--- src/rtl/tnet_cmd_dispatch.sv ---
// tnet_cmd_dispatch: accepts local/network commands from the command coder,
// queues them in a small FIFO and serializes each one as four 32-bit TX words.
module tnet_cmd_dispatch #(
    parameter int unsigned FIFO_AW = 3
) (
    input  logic                c_clk_i,
    input  logic                c_rst_ni,
    input  logic                c_flush_i,
    input  logic [63:0]         header_i,
    input  logic [1:0][31:0]    data_i,
    input  logic                loc_cmd_req_i,
    output logic                loc_cmd_ack_o,
    input  logic                net_cmd_req_i,
    output logic                net_cmd_ack_o,
    output logic                tx_vld_o,
    input  logic                tx_rdy_i,
    output logic [31:0]         tx_dt_o,
    output logic                tx_last_o,
    output logic                tx_src_o,
    output logic [FIFO_AW:0]    fifo_cnt_o,
    output logic [15:0]         pkt_cnt_o
);

    localparam int unsigned DEPTH = 1 << FIFO_AW;
    localparam int unsigned CNT_W = FIFO_AW + 1;
    localparam int unsigned PL_W  = 128;
    localparam int unsigned ENT_W = PL_W + 1;

    typedef enum logic [1:0] {
        ST_IDLE = 2'd0,
        ST_LOAD = 2'd1,
        ST_SEND = 2'd2
    } state_t;

    state_t               state;
    logic [ENT_W-1:0]     mem [DEPTH];
    logic [FIFO_AW-1:0]   wr_ptr;
    logic [FIFO_AW-1:0]   rd_ptr;
    logic [PL_W-1:0]      shadow;
    logic [1:0]           idx;

    logic                 full_c;
    logic                 empty_c;
    logic                 ack_guard_c;
    logic                 accept_c;
    logic                 accept_src_c;
    logic                 pop_c;
    logic                 beat_c;
    logic [ENT_W-1:0]     head_c;
    logic [1:0]           idx_nxt_c;

    // Word order within a packet: header high, header low, data[0], data[1].
    function automatic logic [31:0] word_sel(input logic [PL_W-1:0] pl, input logic [1:0] i);
        case (i)
            2'd0:    word_sel = pl[127:96];
            2'd1:    word_sel = pl[95:64];
            2'd2:    word_sel = pl[31:0];
            default: word_sel = pl[63:32];
        endcase
    endfunction

    // Accept qualification, FIFO status and serializer handshake decode.
    always_comb begin
        full_c       = (fifo_cnt_o == CNT_W'(DEPTH));
        empty_c      = (fifo_cnt_o == CNT_W'(0));
        // A registered ack means upstream has not yet dropped its req.
        ack_guard_c  = loc_cmd_ack_o | net_cmd_ack_o;
        accept_c     = (loc_cmd_req_i | net_cmd_req_i) & ~full_c & ~ack_guard_c & ~c_flush_i;
        accept_src_c = loc_cmd_req_i;
        pop_c        = (state == ST_LOAD) & ~c_flush_i;
        beat_c       = (state == ST_SEND) & tx_vld_o & tx_rdy_i;
        head_c       = mem[rd_ptr];
        idx_nxt_c    = idx + 2'd1;
    end

    // FIFO storage write; entry layout is {src, header, data[1], data[0]}.
    always_ff @(posedge c_clk_i) begin
        if (accept_c) begin
            mem[wr_ptr] <= {accept_src_c, header_i, data_i[1], data_i[0]};
        end
    end

    // Ack pulses, FIFO pointers and occupancy.
    always_ff @(posedge c_clk_i or negedge c_rst_ni) begin
        if (!c_rst_ni) begin
            loc_cmd_ack_o <= 1'b0;
            net_cmd_ack_o <= 1'b0;
            wr_ptr        <= '0;
            rd_ptr        <= '0;
            fifo_cnt_o    <= '0;
        end else begin
            loc_cmd_ack_o <= accept_c & accept_src_c;
            net_cmd_ack_o <= accept_c & ~accept_src_c;
            if (c_flush_i) begin
                wr_ptr     <= '0;
                rd_ptr     <= '0;
                fifo_cnt_o <= '0;
            end else begin
                if (accept_c) begin
                    wr_ptr <= wr_ptr + FIFO_AW'(1);
                end
                if (pop_c) begin
                    rd_ptr <= rd_ptr + FIFO_AW'(1);
                end
                fifo_cnt_o <= fifo_cnt_o + CNT_W'(accept_c) - CNT_W'(pop_c);
            end
        end
    end

    // Serializer: load head into the shadow, then stream four words per packet.
    always_ff @(posedge c_clk_i or negedge c_rst_ni) begin
        if (!c_rst_ni) begin
            state     <= ST_IDLE;
            shadow    <= '0;
            idx       <= 2'd0;
            tx_vld_o  <= 1'b0;
            tx_dt_o   <= 32'd0;
            tx_last_o <= 1'b0;
            tx_src_o  <= 1'b0;
            pkt_cnt_o <= 16'd0;
        end else if (c_flush_i) begin
            state     <= ST_IDLE;
            idx       <= 2'd0;
            tx_vld_o  <= 1'b0;
            tx_last_o <= 1'b0;
        end else begin
            case (state)
                ST_IDLE: begin
                    if (!empty_c) begin
                        state <= ST_LOAD;
                    end
                end
                ST_LOAD: begin
                    shadow    <= head_c[PL_W-1:0];
                    tx_src_o  <= head_c[PL_W];
                    tx_dt_o   <= word_sel(head_c[PL_W-1:0], 2'd0);
                    tx_last_o <= 1'b0;
                    tx_vld_o  <= 1'b1;
                    idx       <= 2'd0;
                    state     <= ST_SEND;
                end
                ST_SEND: begin
                    if (beat_c) begin
                        if (idx == 2'd3) begin
                            pkt_cnt_o <= pkt_cnt_o + 16'd1;
                            tx_vld_o  <= 1'b0;
                            tx_last_o <= 1'b0;
                            idx       <= 2'd0;
                            state     <= empty_c ? ST_IDLE : ST_LOAD;
                        end else begin
                            idx       <= idx_nxt_c;
                            tx_dt_o   <= word_sel(shadow, idx_nxt_c);
                            tx_last_o <= (idx_nxt_c == 2'd3);
                        end
                    end
                end
                default: begin
                    state    <= ST_IDLE;
                    tx_vld_o <= 1'b0;
                end
            endcase
        end
    end

endmodule

--- config.mk ---
export PLATFORM = sky130hd
export DESIGN_NAME = tnet_cmd_dispatch
export DESIGN_NICKNAME = d
export VERILOG_FILES = /design/src/rtl/tnet_cmd_dispatch.sv
export SDC_FILE = /design/constraint.sdc
export NUM_CORES = 1
export LEC_CHECK = 0
export ABC_AREA = 1
export BUFFER_PORTS_ARGS = -buffer_cell sky130_fd_sc_hd__buf_2
export CELL_PAD_IN_SITES_DETAIL_PLACEMENT = 1
export CELL_PAD_IN_SITES_GLOBAL_PLACEMENT = 2
export CORE_AREA = 2 2 411 413
export CTS_CLUSTER_DIAMETER = 30
export DETAILED_ROUTE_END_ITERATION = 8
export DIE_AREA = 0 0 413 415
export HOLD_SLACK_MARGIN = 0.06
export PLACE_DENSITY = 0.61
export SKIP_LAST_GASP = 1
export SLEW_MARGIN = 5
export SYNTH_ARGS = -nofsm -noshare
export SYNTH_HDL_FRONTEND = slang
export SYNTH_SLANG_ARGS = --single-unit
--- constraint.sdc ---
create_clock -name c_clk_i -period 9.8 [get_ports c_clk_i]
set_input_delay 1.96 -clock c_clk_i [delete_from_list [all_inputs] [get_ports c_clk_i]]
set_output_delay 1.96 -clock c_clk_i [all_outputs]
set_load 0.02 [all_outputs]
### After elaboration in Yosys (flattened, before gate mapping)

Memories as Yosys holds them, arrays and structs flattened.
Index checks and enable logic that the tools add are counted.

| storage, ports and cells | value |
|---|---|
| output and inout bits | 57 |
| input bits | 134 |
| memories | 1 |
| RAM bits | 1032 |
| flip-flop bits (word level) | 195 |

| cells by class | value |
|---|---|
| bitwise gates (word level) | 14 |
| muxes and demuxes | 29 |
| reductions and logical operators | 13 |
| $add $sub $neg | 6 |
| equal/unequal tests | 13 |

Memory list:

| memory | words | bits a word | read ports | clocked after memory_dff | write ports | line | RTL |
|---|---|---|---|---|---|---|---|
| mem | 8 | 129 | 1 | 0 | 1 | 36 | `logic [ENT_W-1:0] mem [DEPTH];` |

Operator list:

| cell | count |
|---|---|
| 32-bit one-hot mux with 3 select lines | 1 |
| 32-bit 2-to-1 mux | 2 |
| 32-bit one-hot mux with 2 select lines | 1 |
| 16-bit by 1-bit adder with 16-bit output (second input constant) | 1 |
| 2-bit 2-to-1 mux | 7 |
| 3-bit 2-to-1 mux | 4 |
| 1-bit 2-to-1 mux | 9 |
| 1-bit bitwise AND | 8 |
| 2-bit equality test (second input constant) | 4 |
| 4-bit AND reduction | 2 |
| 3-bit by 1-bit adder with 3-bit output (second input constant) | 2 |
| 2-bit inequality test (second input constant) | 3 |
| 3-bit inequality test (second input constant) | 2 |
| 2-bit one-hot mux with 3 select lines | 1 |
| 3-bit AND reduction | 2 |
| 2-bit nonzero test | 3 |
| 4-bit by 1-bit adder with 4-bit output | 1 |
| 2-bit by 1-bit equality test with 1-bit output (second input constant) | 2 |
| 4-bit equality test (second input constant) | 1 |
| 2-bit zero test | 2 |
| 4-bit zero test | 1 |
| 4-bit 2-to-1 mux | 1 |
| 1-bit NOT | 4 |
| 2-bit one-hot mux with 2 select lines | 1 |
| other kinds (8) | 10 |

### Longest topological paths before layout

| depth | value |
|---|---|
| depth in word-level cells | 8 |
| mapped depth | 14 |
| gate-level depth less buffers | 14 |

### Worst setup path before layout

No wires, ideal clock.

| path | value |
|---|---|
| kind | in2reg |
| start | in net_cmd_req_i |
| end | mem mem[2][0] in the netlist's numbering (enable) |
| library setup time | 0.776 ns |
| data required time | 9.024 ns |
| stages on the path | 6 |
| path buffers | 0 |
| setup slack | -2.186 ns |
| arrival time | 11.210 ns |
| path through | nor2_1 > nor3_1 > nand2_1 > nor2_1 > nand2_1 > nor3_1 |

| on the way | value |
|---|---|
| word-level cells in the longest chain between the ends | 6 |

Ends and longest elaborated chain:

| item | line | RTL |
|---|---|---|
| start: declaration | 13 | `input logic net_cmd_req_i,` |
| 1-bit OR | 68 | `accept_c = (loc_cmd_req_i \| net_cmd_req_i) & ~full_c & ~ack_guard_c & ~c_flush_i;` |
| 1-bit bitwise AND (3 in a row) | 68 |  |
| 1-bit 2-to-1 mux | 78 | `if (accept_c) begin` |
| 1-bit 2-to-1 mux (not written as such) | 79 | `mem[wr_ptr] <= {accept_src_c, header_i, data_i[1], data_i[0]};` |
| end: declaration | 36 |  |

Every way passes these cells.

### Worst setup path after layout

| path | value |
|---|---|
| start | in loc_cmd_req_i |
| end | mem mem[7][58] in the netlist's numbering (enable) |

| on the way | value |
|---|---|
| word-level cells in the longest chain between the ends | 6 |

Ends and longest elaborated chain:

| item | line | RTL |
|---|---|---|
| start: declaration | 11 | `input logic loc_cmd_req_i,` |
| 1-bit OR | 68 |  |
| 1-bit bitwise AND (3 in a row) | 68 |  |
| 1-bit 2-to-1 mux | 78 |  |
| 1-bit 2-to-1 mux (not written as such) | 79 |  |

Every way passes these cells.

==> flow_summary.toml <==
[sta]
whs_ns = 0.475
max_freq_mhz = 230
rsz0062_at_grt = "false"
min_period_over_period_pct = 44.4
relSlewSlack_pct = 30.8
slew_violations = 0
worst_pin_slew_ns = 1.04
hold_viol = 0
fin_skew_ns = 0.0703
post-route-min-period_ns = 4.36
setup_viol = 0
timing.final.ws_setup_ns = 5.44

[cts]
clk_latency_ns = 0.93
cts_resized = 0
cts_root_buf = "clkbuf_16"
cts.sinks = 1227
cts.htree.levels = 5
postCtsSetupBuffers = 0
clockBufferDepth = 4
cts_tree = "built"
clk_pin_slew_worst_paths_ns = 0.04
numCtsBuffers = 331
holdBufCountCts = 0

[power_and_ir_drop]
p_switching_mw = 6.34
power_leakage_nw = 24.5
p_int_mw = 14.5
comb_power_share_pct = 17.6
clockPowerShare_pct = 49.3
p_seq_share_pct = 33.1
peakVddDrop_uv = 249
p_sw_share_pct = 30.4
powerDensity_mw_per_mm2 = 328

[setup_path]
cp_cell_sequence = "buf_2, nor2_1, nor3_1, nand2_1, nor2_1, nand2_1, nor2_4, buf_4, buf_4"
cp-end-kind = "register"
crit_type = "primary input to register"
r2r_start = "rd_ptr[1]$_DFFE_PN0P_"
start_kind = "primary input"
critPathBufInv = 3
arrival_ns = 4.86
cp_max_fo = 45
cp.depth = 9
cp.required_ns = 10.30
reg2reg_to = "shadow[89]$_DFFE_PN0P_"
max_stage_delay_ns = 0.65
critPathTopFamily = "buffers and inverters"
crit_start = "loc_cmd_req_i"
worst-r2r-cell-count = 7
crit_slowest_cell = "buf_4"
rrSetupSlack_ns = 6.21
endpoint = "mem[7][58]$_DFFE_PP_"

[yosys]
synth.distinct_cells = 31
synth_ff_type = "edfxtp_1"
synth.avg_cell_area_um2 = 11.4
synth-async-reset-ratio_pct = 15.9
synth.yosys.warnings = 0
synth-edff-count = 1032
yosysSeqAreaShare_pct = 71.9
syn_inst = 4366
ys_seq_elements = 1227
synth_nets = 4515
mappedNetlistArea_mm2 = 0.0499

[cells_and_area]
multi_input_area_mm2 = 0.0115
fin_area_mm2 = 0.0636
drive_gt1_share_pct = 15.0
fin_cells = 7144
synthToLayoutAreaGrowth_pct = 27.5
nFillCells = 17840
seqCellArea_mm2 = 0.0359
fin_nets = 4827

[routing]
drcViolationCount = 0
vias_per_cell = 4.80
antenna_left = 0
num_vias = 34275
first_pass_iters = 5
wl_um = 165000
drtIter0Drc = 2014
wire_per_inst_um = 23.1

[floorplanning]
ios = 191
die_w_um = 413
row_count = 150
dieArea_mm2 = 0.171
die_y_um = 415
core_area_mm2 = 0.167
start_util_pct = 29.9

[worst_hold_path]
hp-class = "register to register"

[global_route]
antenna_found_initial = 41
gr-usage-all-layers_pct = 19.3
grt_max_degree = 197
grt_pass1_wl_um = 244000
grt_pass1_vias = 35741
overflow = 0

[place]
dpl.hpwl_um = 91900
dp_slack_ns = 4.53
placed_cells = 6549
dpl_cell_area_mm2 = 0.0529
gp_congestion = 0.761
port_buffers = 190

[job]
cap_violations = 0

[status]
status = "complete, no violations"
-- placed cells by master, fill, tap and decap left out, drive strengths merged --
master and n:
a21o 1, a21oi 195, a22o 1, buf 237
bufinv 34, clkbuf 424, clkinv 102, clkinvlp 24
dfrtp 195, diode 5, edfxtp 1032, fa 1
ha 14, inv 363, nand2 739, nand3 429
nand3b 2, nand4 7, nor2 589, nor3 5
nor3b 1, o211ai 97, o21a 1, o21ai 430
xnor2 5, xor2 7
-- cells by family (layout without fill, tap and decap cells) --
logic type | after synthesis | after routing | share of synthesized area [%]
AOI/OAI and AO/OA | 725 | 725 | 7.79
other | 0 | 5 | 0
xor gates and xnor gates | 12 | 12 | 0.211
buffers and inverters | 615 | 1184 | 5.22
adders and majority gates | 15 | 15 | 0.391
and+or+nand+nor | 1772 | 1772 | 14.5
DFF | 1227 | 1227 | 71.9
-- layer usage --
metal / global-route usage, % / vias up / part of all wire, %
met5: 0 / - / 0.087
met4: 5.36 / 22 / 2.1
met3: 4.29 / 283 / 5.2
met2: 30.7 / 801 / 47
met1: 26.3 / 17397 / 46
li1: - / 15772 / -
-- cell usage after synthesis (2+ instances only) --
| library cell | instances | area share [%] |
|---|---|---|
| a21oi_1 | 195 | 2.0 |
| buf_1 | 31 | 0.23 |
| buf_2 | 94 | 0.94 |
| buf_4 | 7 | 0.11 |
| buf_6 | 20 | 0.45 |
| clkbuf_1 | 106 | 0.80 |
| dfrtp_1 | 195 | 9.8 |
| edfxtp_1 | 1032 | 62 |
| ha_1 | 14 | 0.35 |
| inv_1 | 348 | 2.6 |
| inv_2 | 8 | 0.060 |
| nand2_1 | 738 | 5.6 |
| nand3_1 | 429 | 4.3 |
| nand3b_1 | 2 | 0.030 |
| nand4_1 | 7 | 0.088 |
| nor2_1 | 587 | 4.4 |
| nor2_2 | 2 | 0.025 |
| nor3_1 | 5 | 0.050 |
| o211ai_1 | 97 | 1.5 |
| o21ai_0 | 377 | 3.8 |
| o21ai_1 | 52 | 0.52 |
| xnor2_1 | 5 | 0.088 |
| xor2_1 | 7 | 0.12 |
-- sequential cells by signal, summed over array words and instances, names as in the netlist --
name           cells
fifo_cnt_o         4
idx                2
loc_cmd_ack_o      1
mem             1032
net_cmd_ack_o      1
pkt_cnt_o         16
rd_ptr             3
shadow           128
state              2
tx_dt_o           32
tx_last_o          1
tx_src_o           1
tx_vld_o           1
wr_ptr             3
-- through the flow --
| stage | utilization (%) | TNS (ns) | power [mW] |
|---|---|---|---|
| after floorplan | - | -1124.22 | 9.14 |
| after global placement | 31.8 | 0 | 10.7 |
| after detailed placement | 31.8 | 0 | 10.7 |
| after CTS | 38.2 | 0 | 21.2 |
| after global routing | 38.2 | 0 | 21.9 |
| final | 38.2 | 0 | 20.9 |
-- worst min-delay path, cell delays in order (launching register included) --
cell and delay [ns]:
dfrtp_1 0.33, nand2_1 0.05, nand2_1 0.05
-- power by group through the flow --
stage / registers [mW] / logic [mW] / clock network (mW)
6_report: 6.90 / 3.67 / 10.3
5_1_grt: 6.95 / 4.16 / 10.7
4_1_cts: 6.90 / 3.79 / 10.5
3_5_place_dp: 6.98 / 3.75 / 0
3_3_place_gp: 6.98 / 3.72 / 0
2_1_floorplan: 6.73 / 2.41 / 0
-- worst min path at each step --
stage / start / slack, ns / end / cells past startpoint
2_1_floorplan: shadow[37]$_DFFE_PN0P_ / 0.44 / shadow[37]$_DFFE_PN0P_ / 2
3_3_place_gp: shadow[51]$_DFFE_PN0P_ / 0.46 / shadow[51]$_DFFE_PN0P_ / 2
3_5_place_dp: shadow[51]$_DFFE_PN0P_ / 0.46 / shadow[51]$_DFFE_PN0P_ / 2
4_1_cts: shadow[51]$_DFFE_PN0P_ / 0.47 / shadow[51]$_DFFE_PN0P_ / 2
5_1_grt: shadow[51]$_DFFE_PN0P_ / 0.49 / shadow[51]$_DFFE_PN0P_ / 2
6_report: shadow[51]$_DFFE_PN0P_ / 0.48 / shadow[51]$_DFFE_PN0P_ / 2
-- area by class of cell --
type | instances | share of cell area [%]
Clock inverter | 166 | 2.74
Tap cell | 2204 | 4.34
Inverter | 357 | 2.14
Clock buffer | 424 | 14.0
Sequential cell | 1227 | 56.4
Multi-Input combinational cell | 2524 | 18.0
Timing Repair Buffer | 237 | 2.28
Antenna cell | 5 | 0.0197
No activity file was read; power rests on OpenSTA's default activity.
